## src/rtl/linalg_pkg.sv

```systemverilog
// Shared constants and helpers for the linear-algebra streaming blocks.
package linalg_pkg;

  localparam int WORD_W = 32;

  // Index width for a dimension of n entries; never narrower than one bit.
  function automatic int idx_w(input int n);
    return (n <= 1) ? 1 : $clog2(n);
  endfunction

  typedef enum logic {
    GET_INPUT = 1'b0,
    PUT_ELEM  = 1'b1
  } unpack_state_t;

endpackage

```

## src/rtl/mat_unpack.sv

```systemverilog
// Captures an M x P matrix of 32-bit words in one handshake and streams the
// elements out one per handshake in row-major order with their indices.
//
// state     | meaning
// GET_INPUT | waiting for input_z; input_z_ack high
// PUT_ELEM  | presenting buffer[row][col]; output_e_stb high
module mat_unpack
  import linalg_pkg::*;
#(
  parameter int M = 8,
  parameter int P = 1
) (
  input  logic                               clk,
  input  logic                               rst,
  input  logic [M-1:0][P-1:0][WORD_W-1:0]    input_z,
  input  logic                               input_z_stb,
  output logic                               input_z_ack,
  output logic [WORD_W-1:0]                  output_e,
  output logic [idx_w(M)-1:0]                output_e_row,
  output logic [idx_w(P)-1:0]                output_e_col,
  output logic                               output_e_last,
  output logic                               output_e_stb,
  input  logic                               output_e_ack
);

  localparam int RW = idx_w(M);
  localparam int CW = idx_w(P);

  unpack_state_t                     r_state;
  unpack_state_t                     w_next_state;
  logic [M-1:0][P-1:0][WORD_W-1:0]   r_buf;
  logic [RW-1:0]                     r_row;
  logic [CW-1:0]                     r_col;
  logic                              w_in_xfer;
  logic                              w_out_xfer;
  logic                              w_row_end;
  logic                              w_col_end;
  logic [WORD_W-1:0]                 w_elem;

  assign w_in_xfer  = input_z_stb & input_z_ack;
  assign w_out_xfer = output_e_stb & output_e_ack;
  assign w_row_end  = (r_row == RW'(M - 1));
  assign w_col_end  = (r_col == CW'(P - 1));

  always_ff @(posedge clk) begin
    if (!rst) r_state <= GET_INPUT;
    else      r_state <= w_next_state;
  end

  always_comb begin
    w_next_state = r_state;
    case (r_state)
      GET_INPUT: if (input_z_stb) w_next_state = PUT_ELEM;
      PUT_ELEM:  if (output_e_ack && w_row_end && w_col_end) w_next_state = GET_INPUT;
      default:   w_next_state = GET_INPUT;
    endcase
  end

  always_comb begin
    input_z_ack  = (r_state == GET_INPUT);
    output_e_stb = (r_state == PUT_ELEM);
  end

  // Buffer is write-only on capture so it needs no reset.
  always_ff @(posedge clk) begin
    if (rst && w_in_xfer) r_buf <= input_z;
  end

  always_ff @(posedge clk) begin
    if (!rst) begin
      r_row <= '0;
      r_col <= '0;
    end else if (w_in_xfer) begin
      r_row <= '0;
      r_col <= '0;
    end else if (w_out_xfer) begin
      if (w_col_end) begin
        r_col <= '0;
        r_row <= w_row_end ? '0 : r_row + RW'(1);
      end else begin
        r_col <= r_col + CW'(1);
      end
    end
  end

  // Explicit mux keeps index widths independent of the buffer dimensions.
  always_comb begin
    w_elem = '0;
    for (int i = 0; i < M; i++) begin
      for (int j = 0; j < P; j++) begin
        if (r_row == RW'(i) && r_col == CW'(j)) w_elem = r_buf[i][j];
      end
    end
  end

  assign output_e      = w_elem;
  assign output_e_row  = r_row;
  assign output_e_col  = r_col;
  assign output_e_last = w_row_end & w_col_end;

endmodule
```

## config.mk

```make
export PLATFORM = sky130hd
export DESIGN_NAME = mat_unpack
export DESIGN_NICKNAME = d
export VERILOG_FILES = /design/src/rtl/linalg_pkg.sv /design/src/rtl/mat_unpack.sv
export SDC_FILE = /design/constraint.sdc
export NUM_CORES = 1
export LEC_CHECK = 0
export ABC_AREA = 1
export CAP_MARGIN = 10
export CORE_MARGIN = 2
export CORE_UTILIZATION = 53
export CTS_CLUSTER_SIZE = 14
export DETAILED_ROUTE_END_ITERATION = 12
export PLACE_DENSITY = 0.95
export SETUP_SLACK_MARGIN = 0.15
export SLEW_MARGIN = 30
export SYNTH_ARGS = -nofsm -noshare
export SYNTH_HDL_FRONTEND = slang
export SYNTH_SLANG_ARGS = --single-unit
```

## constraint.sdc

```tcl
create_clock -name clk -period 36.5 [get_ports clk]
set_clock_uncertainty 0.15 [all_clocks]
set_input_delay 7.3 -clock clk [delete_from_list [all_inputs] [get_ports clk]]
set_output_delay 7.3 -clock clk [all_outputs]
set_load 0.05 [all_outputs]
```

## Word level (Yosys, flattened, before mapping)

Index checks and enable logic that the tools add are counted.

| word-level totals | value |
|---|---|
| register bits | 261 |
| latch bits | 0 |
| bits in writable memories | 0 |
| bits in read-only memories | 0 |
| bits of input ports | 260 |
| output and inout port bits | 39 |
| logic and storage cells | 53 |
| memories kept | 0 |

| operators by class | value |
|---|---|
| add/subtract/negate cells | 2 |
| multipliers | 0 |
| div/mod/pow operators | 0 |
| magnitude comparators | 0 |
| equal/unequal tests | 7 |
| shift operators | 0 |
| muxes and demuxes | 13 |
| bitwise logic cells | 6 |
| reductions and logical operators | 14 |

Operators with widths:

| cell | number |
|---|---|
| 32-bit two-way mux | 8 |
| 3-bit == test, second input constant | 4 |
| 1-bit logical AND | 11 |
| 3-bit by 2-bit == test with 1-bit output, second input constant | 2 |
| 3-bit by 1-bit adder with 3-bit output, second input constant | 1 |
| 1-bit AND | 3 |
| 3-bit by 1-bit == test with 1-bit output, second input constant | 1 |
| 3-bit logical NOT | 1 |
| 1-bit two-way mux | 3 |
| 3-bit two-way mux | 1 |
| 1-bit inverter | 3 |
| 1-bit one-hot mux with 2 select lines | 1 |
| 2-bit AND reduction | 1 |
| 2-bit OR reduction | 1 |
| 1-bit adder, second input constant | 1 |

## Longest topological paths before layout

Gate-level depths: netlist (run 1).

| depth | value |
|---|---|
| word-level depth | 10 |
| mapped depth | 15 |
| depth with buffers taken out | 12 |

## Worst setup path before layout (run 1)

No wires, ideal clock.

| timing path | value |
|---|---|
| kind | input-to-reg |
| start | in input_z_stb |
| end | reg r_buf[0] in the netlist's numbering (enable) |
| setup time | 0.878 ns |
| arrival | 17.985 ns |
| required time | 35.472 ns |
| path slack | 17.487 ns |
| cell stages on the path | 2 |
| path buffers | 0 |
| cell sequence | nand2_1 > nor2_1 |

| on the way | value |
|---|---|
| longest elaborated chain between the ends | 2 |

RTL lines:

| item | RTL line | source |
|---|---|---|
| from (decl) | mat_unpack.sv:16 | `input logic input_z_stb,` |
| 1-bit AND | mat_unpack.sv:40 | `assign w_in_xfer = input_z_stb & input_z_ack;` |
| 1-bit logical AND | mat_unpack.sv:66 | `if (rst && w_in_xfer) r_buf <= input_z;` |
| to (signal assigned) | mat_unpack.sv:66 |  |
| to (decl) | mat_unpack.sv:31 | `logic [M-1:0][P-1:0][WORD_W-1:0] r_buf;` |

No other way between the ends.
A chain may end at the register's enable or synchronous reset.

## Final worst setup path (run 1)

| timing path | value |
|---|---|
| start | reg r_row[2] (netlist: output_e_row[2]) |
| end | out output_e[26] |

| on the way | value |
|---|---|
| longest elaborated chain between the ends | 10 |
| elaborated cells between the ends (all ways) | 24 |
| classes of those cells | eq/ne: 7; mux: 8; reduce/logical: 9 |

RTL lines:

| item | RTL line | source |
|---|---|---|
| from (decl) | mat_unpack.sv:32 | `logic [RW-1:0] r_row;` |
| from (signal assigned) | mat_unpack.sv:79 | `r_row <= w_row_end ? '0 : r_row + RW'(1);` |
| 3-bit logical NOT | mat_unpack.sv:91 | `if (r_row == RW'(i) && r_col == CW'(j)) w_elem = r_buf[i][j];` |
| 1-bit logical AND | mat_unpack.sv:91 |  |
| 32-bit two-way mux (7 in a row) | mat_unpack.sv:91 |  |
| 32-bit two-way mux * | mat_unpack.sv:91 |  |
| to (decl) | mat_unpack.sv:18 | `output logic [WORD_W-1:0] output_e,` |

Mark *: on every way between the ends. The rest lies on a longest branch, timed or not.

==> results of run 1 <==
[sequential cells by signal (all words and copies together) (netlist names)]
register	cells
r_buf	256
output_e_row	3
output_e_stb	1
[per-layer routing]
metal | vias to the layer above | GRT usage | wire length (microns)
met5 | - | 0 | 0
met3 | 112 | 0.07226 | 3213
met2 | 498 | 0.4721 | 15910
met1 | 4161 | 0.3252 | 11170
li1 | 4126 | - | -
met4 | 0 | 0.1585 | 1870
[stage by stage]
| stage | std cells | area (sq um) |
|---|---|---|
| 2_1_floorplan | 1116 | 11300 |
| 6_report | 1700 | 15360 |
| 5_1_grt | 1700 | 15360 |
| 3_3_place_gp | 1642 | 14390 |
| 3_5_place_dp | 1644 | 14440 |
| 4_1_cts | 1696 | 15350 |
[synthesized netlist by cell type, types with 3 or more instances]
cell	number	area, sq um
nand3_1	64	320.3
o21ai_1	28	140.1
buf_4	4	30.03
clkbuf_1	8	30.03
ha_1	6	75.07
buf_6	7	78.83
o21ai_0	5	25.02
inv_1	114	427.9
dfxtp_1	4	80.08
nor2_1	134	503.0
inv_2	23	86.33
buf_2	33	165.2
a211oi_1	3	22.52
edfxtp_1	256	7687
nand2_1	420	1577
[kinds of logic after synthesis]
group	Yosys count	synth area share
simple gates	621	0.2150
other cells	1	0.0003320
flops	260	0.6876
fa+ha+maj	6	0.006646
compound gates	37	0.01706
buf+inv	191	0.07333
[layout make-up]
class                   count  area [sq um]
diodes                      4         10.01
inverters                 138         520.5
clock buffers              34         723.2
multi-input cells         665          2715
repair buffers            306          3093
flip-flops and latches    260          7767
clock inverters            18         185.2
fillers                  1360          5597
well taps                 275         344.1
[worst max-delay path: stages (launching register included)]
cell             delay [ns]
dfxtp_1                0.43
inv_4                  0.36
ha_2                   0.83
inv_2                  0.52
o21ai_1                0.24
inv_1                  0.08
nand2_1                0.09
nand2_1                0.06
nand2_1                0.09
nand2_1                0.06
nand2_1                0.05
nand2_1                0.05
clkdlybuf4s50_1        0.72
[placed cells by master (no fill, tap or decap), types with 2 or more instances in the layout]
cell type | synthesis | layout
clkdlybuf4s50_1 | 0 | 297
clkbuf_1 | 8 | 6
o21ai_1 | 28 | 28
nor2_1 | 134 | 133
o21ai_0 | 5 | 5
dfxtp_1 | 4 | 4
nand3_1 | 64 | 64
inv_1 | 114 | 112
nor2_4 | 1 | 2
diode_2 | 0 | 4
ha_2 | 0 | 2
nand2_2 | 1 | 2
nand2_1 | 420 | 419
a211oi_1 | 3 | 3
clkbuf_16 | 0 | 28
buf_16 | 0 | 2
clkinv_4 | 0 | 3
ha_1 | 6 | 4
clkinv_1 | 0 | 5
clkinv_2 | 0 | 5
inv_2 | 23 | 25
edfxtp_1 | 256 | 256
bufinv_16 | 0 | 3
buf_4 | 4 | 6
[power groups by stage]
stage / Combinational [mW] / Clock, mW / Sequential, mW
5_1_grt: 0.112 / 0.293 / 0.346
3_5_place_dp: 0.104 / 0 / 0.351
6_report: 0.105 / 0.277 / 0.345
4_1_cts: 0.105 / 0.282 / 0.345
2_1_floorplan: 0.0515 / 0 / 0.356
3_3_place_gp: 0.100 / 0 / 0.351
[final timing paths]
check | depth (start not counted) | slack [ns] | start | to
max reg2reg | 6 | 34.01 | output_e_stb | r_buf[196]
min | 2 | 0.46 | output_e_row[1] | output_e_row[1]
min reg2reg | 2 | 0.46 | output_e_row[1] | output_e_row[1]
max | 12 | 24.96 | output_e_row[2] | output_e[26]
==> summary.txt, run 1 <==
Timing
  – Fin. max-slew vios: 0
  – Hold WS: 0.4642 ns
  – Slew margin rel.: 0.4099
  – TNS Setup: 0 ns
  – Setup violators final: 0
  – Final Hold Viols: 0
  – Final Cycle Share: 0.3162
  – Minimum clock period after layout: 11.54 ns
  – Worst slew pin tran: 0.8831 ns
  – Fmax: 86.63 MHz
  – Setup slack after layout: 24.96 ns
  – RSZ-0062 raised after global routing: no

Die
  – Die height: between 100 and 150 microns
  – DIE AREA: 0.02250 sq mm
  – CORE AREA: 0.02096 sq mm
  – Rows: 53
  – Starting Density: 0.5390
  – Ports: 299
  – Die W: 150.0 microns

Route
  – Initial drt markers: 720
  – Post-Route WL: 32160 microns
  – Initial DRT Pass Iterations: 5
  – Drc violations: 0
  – WL per Instance: 18.92 microns
  – Detail Route Antenna Nets: 0
  – Drt via density: 5.234
  – Via count: 8897

Pwr
  – P_sw: 178.0 uW
  – Seq pwr share: 0.475
  – Internal Power: 549.8 uW
  – Max IR drop VDD: 40.92 uV
  – Logic gate share of total power: 0.144
  – Clk network pwr share: 0.381
  – Power Density: 47.38 mW/mm^2
  – Leak: around 6.3 nW
  – Sw Share: 0.2445
  – Overall power: between 700 and 800 uW

Finish
  – Final Util: 0.7329
  – Syn-to-layout area delta: 35.97%
  – Layout cells sized above 1: 0.05841
  – # nets final: approximately 1700

Setup path
  – Critical Path Start Type: register
  – CP Data Arrival Time: 4.09 ns
  – Crit end category: output port
  – Req. time, crit path: 29.05 ns
  – Type of the worst setup path: reg -> out
  – CP Max Fanout: 34

Place
  – Post-DP HPWL: 21630 microns
  – PortBufs: 297
  – RePlAce Congestion: 0.9147
  – Setup WS pre-CTS: roughly 25 ns

Outcome
  – Status: finished, final reports clean

Yosys
  – Post-synth EDFFs: 256
  – Sequential-to-total area share from yosys stat: 0.6876
  – Main synth FF type: edfxtp_1
  – Mapped Cells: 1116
  – Synth warn: 0
  – Async SR Flop Fraction: 0
  – Syn Area/Cell: 10.12 sq um
  – Mapped Nets: 1382
  – Yosys cell types: 22
  – Flops & latches, synth: 260
  – Post-Syn Area: 0.01130 sq mm

GRT
  – Largest net degree at the start of global routing: 76
  – Remaining global-route overflow: 0
  – Initial antenna violation count: 5
  – First-pass GRT wire length: 47410 microns
  – Vias in the first global route: 8956
  – Tot GR Track Use: 0.2799

Flow run
  – Maxcap violations: 0

Clock tree
  – H-tree Lvls: 1
  – Clock tree from TritonCTS: done
  – CTS max path bufs: 3
  – Worst-Skew Late Latency: 0.53 ns
  – Cts repair resizes: 0
  – Number of post-CTS setup repair buffers: 0
  – Hold-fix buffers, CTS: 0
  – Root Buffer: clkbuf_16
  – CTS Buf Count: 28
  – Clk sinks: 260
  – Worst-path clk slew: 0.06 ns

Min path
  – Hold Path Class: reg -> reg
Power figures use the tool's default switching activity.
==> run 2, diff against run 1 <==
--- a/config.mk
+++ b/config.mk
@@ -8,10 +8,10 @@
 export ABC_AREA = 1
 export CAP_MARGIN = 10
 export CORE_MARGIN = 2
-export CORE_UTILIZATION = 53
+export CORE_UTILIZATION = 49
 export CTS_CLUSTER_SIZE = 14
 export DETAILED_ROUTE_END_ITERATION = 12
-export PLACE_DENSITY = 0.95
+export PLACE_DENSITY = 0.93
 export SETUP_SLACK_MARGIN = 0.15
 export SLEW_MARGIN = 30
 export SYNTH_ARGS = -nofsm -noshare
==> constraint.sdc (replaced) <==
create_clock -name clk -period 11.7 [get_ports clk]
set_clock_uncertainty 0.15 [all_clocks]
set_input_delay 2.34 -clock clk [delete_from_list [all_inputs] [get_ports clk]]
set_output_delay 2.34 -clock clk [all_outputs]
set_load 0.05 [all_outputs]
==> run 2 against run 1 <==
Net effect: hold slack got worse by 0.019 ns; power increased to 3.1 times the previous value; count of clock-buffer cells in the layout decreased by 3; clock power increased to 3.2 times the previous value; sequential share of layout area increased by 0.091 points; flip-flop and latch count unchanged; critical path type unchanged; critical endpoint is now output_e[7]; largest cell class unchanged.
==> summary.txt, run 2 (synthesis results as in run 1) <==
Outcome
  – Status: finished, final reports clean (unchanged)

Finish
  – # nets final: 1663 (was 1665)
  – Max reg flops: 256 (unchanged)
  – Layout cells sized above 1: 0.05787 (was 0.05841)
  – Commonest cells after routing, fill and taps aside: nand2_1 (419), clkdlybuf4s50_1 (297), edfxtp_1 (256) (unchanged)
  – Most flops, register: r_buf (unchanged)
  – Syn-to-layout area delta: 35.72% (was 35.97%)
  – Non-Filler Instances: 1703 (was 1700)
  – Leading cell type in the layout, fill and taps excluded: nand2_1 (unchanged)

Setup path
  – CP Max Fanout: 34 (unchanged)
  – Most numerous cell on the critical path: nand2_1 (unchanged)
  – Critical Path Start: output_e_row[2] (unchanged)
  – CP max-delay cell: ha_2 (unchanged)
  – Crit end category: output port (unchanged)
  – Crit-path max cell delay: 0.81 ns (was 0.83 ns)
  – Critical Path Start Type: register (unchanged)
  – Family with the most delay on the worst path: buffers and inverters (unchanged)
  – Type of the worst setup path: reg -> out (unchanged)
  – Worst r2r src: output_e_stb (unchanged)
  – CP bufs+invs: 4 (unchanged)
  – R2r setup slk: 9.41 ns (was 34.01 ns)
  – CP Data Arrival Time: 4.19 ns (was 4.09 ns)
  – Req. time, crit path: 9.21 ns (was 29.05 ns)
  – CP Cell Sequence: inv_4 -> ha_2 -> inv_2 -> o21ai_1 -> inv_1 -> nand2_1 -> nand2_1 -> nand2_1 -> nand2_1 -> nand2_1 -> nand2_1 -> clkdlybuf4s50_1 (unchanged)

Timing
  – Fin. max-slew vios: 0 (unchanged)
  – Slew margin rel.: 0.4182 (was 0.4099)
  – Final Hold Viols: 0 (unchanged)
  – Worst slew pin tran: 0.8706 ns (was 0.8831 ns)
  – Final Cycle Share: 0.5710
  – RSZ-0062 raised after global routing: no (unchanged)
  – Setup violators final: 0 (unchanged)
  – Fmax: 149.7 MHz
  – Hold WS: 0.4456 ns (was 0.4642 ns)
  – Minimum clock period after layout: 6.681 ns
  – TNS Setup: 0 ns (unchanged)
  – Setup slack after layout: 5.019 ns (was 24.96 ns)

Pwr
  – Power Density: 148.8 mW/mm^2 (was 47.38 mW/mm^2)
  – Leak: 6.273 nW (was 6.292 nW)
  – Max IR drop VDD: 139.7 uV (was 40.92 uV)

Route
  – Via count: 8787 (was 8897)
  – Drt via density: 5.160 (was 5.234)
  – Initial drt markers: 883 (was 720)
  – Detail Route Antenna Nets: 0 (unchanged)
  – Initial DRT Pass Iterations: 5 (unchanged)
  – Drc violations: 0 (unchanged)
  – WL per Instance: 18.55 microns (was 18.92 microns)
  – Post-Route WL: 31590 microns (was 32160 microns)

Clock tree
  – Cts repair resizes: 0 (unchanged)
  – Number of post-CTS setup repair buffers: 0 (unchanged)
  – Worst-path clk slew: 0.06 ns (about the same)
  – CTS max path bufs: 3 (unchanged)
  – Root Buffer: clkbuf_16 (unchanged)
  – Worst-Skew Late Latency: 0.54 ns (was 0.53 ns)
  – Clock tree from TritonCTS: done (unchanged)
  – H-tree Lvls: 1 (unchanged)
  – Hold-fix buffers, CTS: 0 (unchanged)
  – CTS Buf Count: 27 (was 28)
  – Clk sinks: 260 (unchanged)

Die
  – Die W: 155.8 microns (was 150.0 microns)
  – Ports: 299 (unchanged)
  – DIE AREA: 0.02428 sq mm (was 0.02250 sq mm)
  – Die height: 155.8 microns (was 150.0 microns)
  – Rows: 55 (was 53)
  – CORE AREA: 0.02264 sq mm (was 0.02096 sq mm)
  – Starting Density: 0.4989 (was 0.5390)

Place
  – RePlAce Congestion: 0.9261 (was 0.9147)
  – PortBufs: 297 (unchanged)
  – Post-DP HPWL: 20960 microns (was 21630 microns)
  – Placed cell count: 1652 (was 1644)
  – Setup WS pre-CTS: 5.621 ns (was 25.49 ns)

Min path
  – Hold path start: output_e_row[1] (unchanged)
  – Hold Path Class: reg -> reg (unchanged)

GRT
  – Largest net degree at the start of global routing: 194 (was 76)
  – Remaining global-route overflow: 0 (unchanged)
  – Initial antenna violation count: 1 (was 5)
  – First-pass GRT wire length: 47470 microns (was 47410 microns)
  – Tot GR Track Use: 0.2566 (was 0.2799)
  – Vias in the first global route: 8867 (was 8956)

Flow run
  – Maxcap violations: 0 (unchanged)
==> run 2: layout make-up <==
class                   count  area [sq um]
clock inverters            18         212.7
flip-flops and latches    260          7767
well taps                 285         356.6
multi-input cells         665          2715
repair buffers            305          3065
diodes                      1         2.502
clock buffers              31         690.7
inverters                 138         520.5
fillers                  1610          7310
==> run 2: metal layers <==
layer | GRT usage | routed length, microns | vias to the layer above
met2 | 0.4517 | 15950 | 433
li1 | - | - | 4112
met5 | 0 | 0 | -
met4 | 0.1162 | 1459 | 0
met1 | 0.2970 | 11460 | 4161
met3 | 0.06361 | 2718 | 81
==> run 2: path summary, 6_finish.rpt <==
kind / cells after the start / endpoint
worst min-delay path: 2 / output_e_row[1]
worst max-delay path: 12 / output_e[7]
worst min register to register: 2 / output_e_row[1]
worst max register to register: 5 / r_buf[19]
==> run 2: power by group <==
| part | switching, mW | leakage, nW | internal, mW |
|---|---|---|---|
| logic | 0.185 | 3.43 | 0.140 |
| clock network | 0.364 | 0.439 | 0.515 |
| registers | 0.0112 | 2.40 | 1.07 |
| total | 0.560 | 6.27 | 1.72 |
==> run 2: worst register-to-register path, stage by stage, from the launching register on <==
cell and delay [ns]:
dfxtp_1 0.33, inv_1 0.08, nand2_1 0.10, nor2_4 0.12, buf_12 0.33, buf_4 0.79
==> run 2: metrics by stage <==
step | instance area [sq um] | total power, mW | util
finish | 15330 | 2.281 | 0.6771
global route | 15330 | 2.353 | 0.6770
CTS | 15300 | 2.291 | 0.6758
detailed placement | 14400 | 1.418 | 0.6359
global placement | 14400 | 1.408 | 0.6359
floorplan | 11300 | 1.264 | -
